===== src/rtl/user_la_stream_tx.sv =====
// Buffers 32-bit words from user logic and hands them, one at a time, to firmware over the LA bus using a req/ack toggle handshake.
// Define LA_TX_SEQNUM_EN to build the completed-word counter that appears on la_data_out[63:48].
module user_la_stream_tx #(
  parameter int DEPTH = 8
) (
  input  logic         wb_clk_i,
  input  logic         resetb,
  input  logic [31:0]  tx_data,
  input  logic         tx_valid,
  output logic         tx_ready,
  input  logic [127:0] la_data_in,
  input  logic [127:0] la_oenb,
  output logic [127:0] la_data_out
);

  localparam int AW = $clog2(DEPTH);
  localparam logic [AW:0] PTR_ONE = 1;

  typedef enum logic {
    ST_IDLE,
    ST_PRESENT
  } state_e;

  // Control synchronizers; bit [1] of each pair is the synchronized value.
  logic [1:0] ack_sync_q, en_sync_q, fl_sync_q;
  logic       ack_s, en_s, fl_s;
  logic       ack_raw, en_raw, fl_raw;

  // A masked ack feeds back its own synchronized value so it holds steady.
  assign ack_raw = la_oenb[32] ? ack_s : la_data_in[32];
  assign en_raw  = ~la_oenb[33] & la_data_in[33];
  assign fl_raw  = ~la_oenb[34] & la_data_in[34];

  assign ack_s = ack_sync_q[1];
  assign en_s  = en_sync_q[1];
  assign fl_s  = fl_sync_q[1];

  // NOTE: sequential state uses non-blocking assignments so every flop samples pre-edge values.
  always_ff @(posedge wb_clk_i or negedge resetb) begin
    if (!resetb) begin
      ack_sync_q <= '0;
      en_sync_q  <= '0;
      fl_sync_q  <= '0;
    end else begin
      ack_sync_q <= {ack_sync_q[0], ack_raw};
      en_sync_q  <= {en_sync_q[0], en_raw};
      fl_sync_q  <= {fl_sync_q[0], fl_raw};
    end
  end

  // FIFO storage and pointers (one extra wrap bit).
  logic [31:0] mem_q [DEPTH];
  logic [AW:0] wptr_q, rptr_q;
  logic [AW:0] rd_ptr;
  logic [AW:0] fill_cnt;
  logic        empty, full, push, pop;

  // While flushing, the FIFO already reads as empty so fill and full respond with fl_s.
  assign rd_ptr   = fl_s ? wptr_q : rptr_q;
  assign empty    = (wptr_q == rd_ptr);
  assign full     = (wptr_q[AW] != rd_ptr[AW]) && (wptr_q[AW-1:0] == rd_ptr[AW-1:0]);
  assign fill_cnt = wptr_q - rd_ptr;
  assign tx_ready = ~full & ~fl_s;
  assign push     = tx_valid & tx_ready;

  // NOTE: the storage array has no reset; pointers alone define which entries are valid.
  always_ff @(posedge wb_clk_i) begin
    if (push) mem_q[wptr_q[AW-1:0]] <= tx_data;
  end

  always_ff @(posedge wb_clk_i or negedge resetb) begin
    if (!resetb) begin
      wptr_q <= '0;
      rptr_q <= '0;
    end else begin
      if (push) wptr_q <= wptr_q + PTR_ONE;
      if (fl_s)     rptr_q <= wptr_q;
      else if (pop) rptr_q <= rptr_q + PTR_ONE;
    end
  end

  // Handshake state machine.
  state_e      state_q, state_d;
  logic        req_q, req_d;
  logic [31:0] word_q, word_d;
  logic        done;

  assign done = (state_q == ST_PRESENT) && (ack_s == req_q);

  // NOTE: every signal written here gets a default first, so no latch can be inferred.
  always_comb begin
    state_d = state_q;
    req_d   = req_q;
    word_d  = word_q;
    pop     = 1'b0;
    case (state_q)
      ST_IDLE: begin
        if (en_s && !empty && !fl_s) begin
          pop     = 1'b1;
          word_d  = mem_q[rd_ptr[AW-1:0]];
          req_d   = ~req_q;
          state_d = ST_PRESENT;
        end
      end
      ST_PRESENT: begin
        if (done) state_d = ST_IDLE;
      end
    endcase
  end

  always_ff @(posedge wb_clk_i or negedge resetb) begin
    if (!resetb) begin
      state_q <= ST_IDLE;
      req_q   <= 1'b0;
      word_q  <= '0;
    end else begin
      state_q <= state_d;
      req_q   <= req_d;
      word_q  <= word_d;
    end
  end

`ifdef LA_TX_SEQNUM_EN
  logic [15:0] seq_q;

  always_ff @(posedge wb_clk_i or negedge resetb) begin
    if (!resetb)   seq_q <= '0;
    else if (done) seq_q <= seq_q + 16'd1;
  end
`endif

  always_comb begin
    la_data_out        = '0;
    la_data_out[31:0]  = word_q;
    la_data_out[32]    = req_q;
    la_data_out[33]    = empty;
    la_data_out[34]    = full;
    la_data_out[47:40] = 8'(fill_cnt);
`ifdef LA_TX_SEQNUM_EN
    la_data_out[63:48] = seq_q;
`endif
  end

  // Only bits 32..34 of the LA inputs carry controls.
  logic unused_la_bits;
  assign unused_la_bits = ^{la_data_in[127:35], la_data_in[31:0], la_oenb[127:35], la_oenb[31:0]};

endmodule


===== config.mk =====
export PLATFORM = sky130hd
export DESIGN_NAME = user_la_stream_tx
export DESIGN_NICKNAME = d
export VERILOG_FILES = /design/src/rtl/user_la_stream_tx.sv
export SDC_FILE = /design/constraint.sdc
export NUM_CORES = 1
export LEC_CHECK = 0
export CAP_MARGIN = 30
export CORE_MARGIN = 2
export CORE_UTILIZATION = 51
export CTS_BUF_LIST = sky130_fd_sc_hd__clkbuf_8
export DETAILED_ROUTE_END_ITERATION = 16
export MAX_ROUTING_LAYER = met4
export PLACE_DENSITY_LB_ADDON = 0.08
export SETUP_SLACK_MARGIN = 0.15
export SYNTH_ARGS = -nofsm -noshare
export SYNTH_HDL_FRONTEND = slang
export SYNTH_SLANG_ARGS = --single-unit

===== constraint.sdc =====
create_clock -name wb_clk_i -period 9.45 [get_ports wb_clk_i]
set_clock_uncertainty 0.2 [all_clocks]
set_input_delay 1.89 -clock wb_clk_i [delete_from_list [all_inputs] [get_ports wb_clk_i]]
set_output_delay 1.89 -clock wb_clk_i [all_outputs]
set_load 0.01 [all_outputs]

==> metrics.md <==
| Metric | Value |
|---|---|
| Post-synth EDFFs | 256 |
| Worst VDD drop | 196 uV |
| Slowest stage delay, CP | 740 ps |
| Row cnt | 57 |
| Cts bufs inserted | 49 |
| Vias post-DR | 6954 |
| Clk root buf | clkbuf_8 |
| DR iter-0 viols | 469 |
| Gr ovfl total | 0 |
| Worst hold path depth | 0 |
| Starting density of the core | 52.0% |
| Core ar. | 0.0244 mm2 |
| Synth top cells by count | edfxtp_1 (256), nand2_1 (167), buf_4 (100), mux2i_1 (66), a32o_1 (65) |
| First-pass GRT wire length | 40600 um |
| Number of antenna violations at the first check in global routing | 2 |
| Die height | 162 um |
| Postcts setup bufs | 0 |
| GRT Overall Usage | 21.5% |
| Vias/cell | 5.29 |
| Die area | 0.0262 mm2 |
| CP Max Fanout | 65 |
| Slew at the pin closest to its max-slew limit | 924 ps |
| CP arrival | 3570 ps |
| Final hold viol count | 0 |
| Vias in the first global route | 7113 |
| Power Density | 299 mW/mm2 |
| Final Cycle Share | 59.9% |
| Area grow syn2layout | 13.9% |
| Max-slew violation count | 0 |
| Post-synth top area share | 60.6% |
| DRC | 0 |
| Critical path buffers and inverters | 3 |
| FF+latch count, synth | 304 |
| Maximum clock rate | 0.177 GHz |
| Crit path depth | 6 |
| Min setup slack post-route | 3790 ps |
| Cell taking the most area after synthesis | edfxtp_1 |
| Largest net degree at the start of global routing | 66 |
| YS warnings | 0 |
| Layout fillers | 1897 |
| Worst Reg-to-Reg Cells | 9 |
| Min Clock Period, post-route | 5660 ps |
| Synth area leaders | edfxtp_1 (61%), dfrtp_1 (9.5%), buf_4 (5.9%), mux2i_1 (5.2%), a32o_1 (5.1%) |
| Hold buffer count at CTS | 0 |
| Multi-input gate area | 0.00317 mm2 |
| Rel. slew slack | 38.4% |
| Antenna viol nets, final | 0 |
| Storage cell area | 0.00889 mm2 |
| Clock Path Buffers | 3 |
| Fin nets | 1244 |
| Number of I/O pins | 420 |
| Status | finished clean |
| Final setup TNS | 0 ps |
| Sequential area share after synthesis | 70.0% |
| Leak Pwr | 0.00534 uW |
| H-tree Lvls | 2 |
| Cell Area, Synth | 0.0127 mm2 |
| Slowest stage cell on the critical path | buf_4 |
| DP Wirelength | 14200 um |
| Placed cells | 1219 |
| # port buffers | 80 |
| RD Place Congestion | 0.755 |
| Router iterations before antenna repair | 4 |
| CTS tree | yes |
| Clock Latency Late Sink | 560 ps |
| Family with the most delay on the worst path | buffers and inverters |
| Clock Pin Slew Worst Setup and Hold Paths | 60 ps |
| Total clock sinks | 304 |
| Cell Count, Final, Fillers Out | 1315 |
| Setup violators final | 0 |
| Critical path type | reg2out |
| Ys async rst share | 15.8% |
| Max-cap violations | 0 |
| Ys flop type | edfxtp_1 |
| Layout cells sized above 1 | 12.9% |
| Distinct cells, synth | 39 |
| Avg Inst Size Synth | 15.0 um2 |
| Place WS | 4340 ps |
| Hold Crit Class | reg2reg |
| Mapped Cells | 844 |
| Post-cts sizing count | 0 |
| Die width | 162 um |
| Detailed Route WL | 27200 um |
| Most frequent cell after synthesis | edfxtp_1 |
| Startpoint types | register |
| CP Cell Sequence | mux2i_4 > buf_4 > inv_4 > fa_1 > xnor2_1 > clkdlybuf4s50_1 |
| Unrepaired setup endpoints after global routing | no |
| Crit path capture type | output pin |
| CP required | 7360 ps |
| Avg WL per Cell | 20.7 um |
-- final cells by class --
type                       instances  share of cell area, %
multi-input combinational        480                   21.9
tap                              324                   2.80
antenna                            4                 0.0693
clock inverter                    39                   1.58
timing repair buffer             100                   6.77
clock buffer                      53                   5.05
sequential                       304                   61.5
inverter                          11                  0.303
-- layout by cell type (no fill, tap or decap), drive strengths merged, types with 2 or more instances in the layout --
| master | count |
|---|---|
| a221o | 2 |
| a32o | 65 |
| buf | 21 |
| bufinv | 2 |
| clkbuf | 53 |
| clkdlybuf4s50 | 79 |
| clkinv | 21 |
| conb | 89 |
| dfrtp | 48 |
| diode | 4 |
| edfxtp | 256 |
| ha | 6 |
| inv | 26 |
| mux2 | 3 |
| mux2i | 67 |
| nand2 | 167 |
| nand2b | 3 |
| nand3 | 5 |
| nor2 | 13 |
| nor2b | 2 |
| nor3 | 4 |
| o2111ai | 2 |
| o21ai | 2 |
| o31ai | 33 |
| xnor2 | 4 |
| xor2 | 4 |
-- logic make-up (layout without fill, tap and decap cells) --
family	count (synthesis)	count (layout)	synth area share (%)
compound gates	110	110	8.65
mux	70	70	5.65
simple gates	196	196	6.03
xor+xnor	8	8	0.552
flops	304	304	70.0
fa+ha+maj	7	7	0.749
other cells	1	93	0.0296
buf+inv	148	203	8.29
-- path summary, 6_finish.rpt --
path / slack (ps) / to / start
worst max-delay path: 3790 / la_data_out[42] / fl_sync_q[1]$_DFF_PN0_
worst min-delay path: 150 / fl_sync_q[1]$_DFF_PN0_ / fl_sync_q[0]$_DFF_PN0_
worst max register to register: 5570 / word_q[27]$_DFFE_PN0P_ / fl_sync_q[1]$_DFF_PN0_
worst min register to register: 150 / fl_sync_q[1]$_DFF_PN0_ / fl_sync_q[0]$_DFF_PN0_
max in group asynchronous: 7180 / word_q[25]$_DFFE_PN0P_ / resetb
min in group asynchronous: 1290 / word_q[3]$_DFFE_PN0P_ / resetb
-- through the flow --
stage / power (uW) / instance area, um2 / hold slack [ps] / util (%)
finish: 4320 / 14500 / 146 / 59.3
global placement: 3230 / 13400 / 136 / 55.1
detailed placement: 3290 / 13500 / 138 / 55.3
global route: 4560 / 14400 / 151 / 59.2
floorplan: 2800 / 13000 / 131 / -
CTS: 4370 / 14400 / 149 / 59.2
-- metal layers --
layer  global-route usage, %  routed length [um]  up-vias
met5                       -                   0        -
met4                    5.75                 510        0
met3                    4.26                1420       40
met2                    38.7               14400      193
met1                    24.9               10800     3522
li1                        -                   -     3199
-- state kept, by name (all words and copies together), names as in the netlist --
signal and flops:
en_sync_q 2, req_q 1, mem_q 256, fl_sync_q 2, ack_sync_q 2, wptr_q 4, state_q 1, rptr_q 4
word_q 32
-- power breakdown --
part / internal (uW) / switching, uW
sequential: 1690 / 116
combinational: 598 / 840
clock: 577 / 501
total: 2860 / 1460
Power figures use the tool's default switching activity.
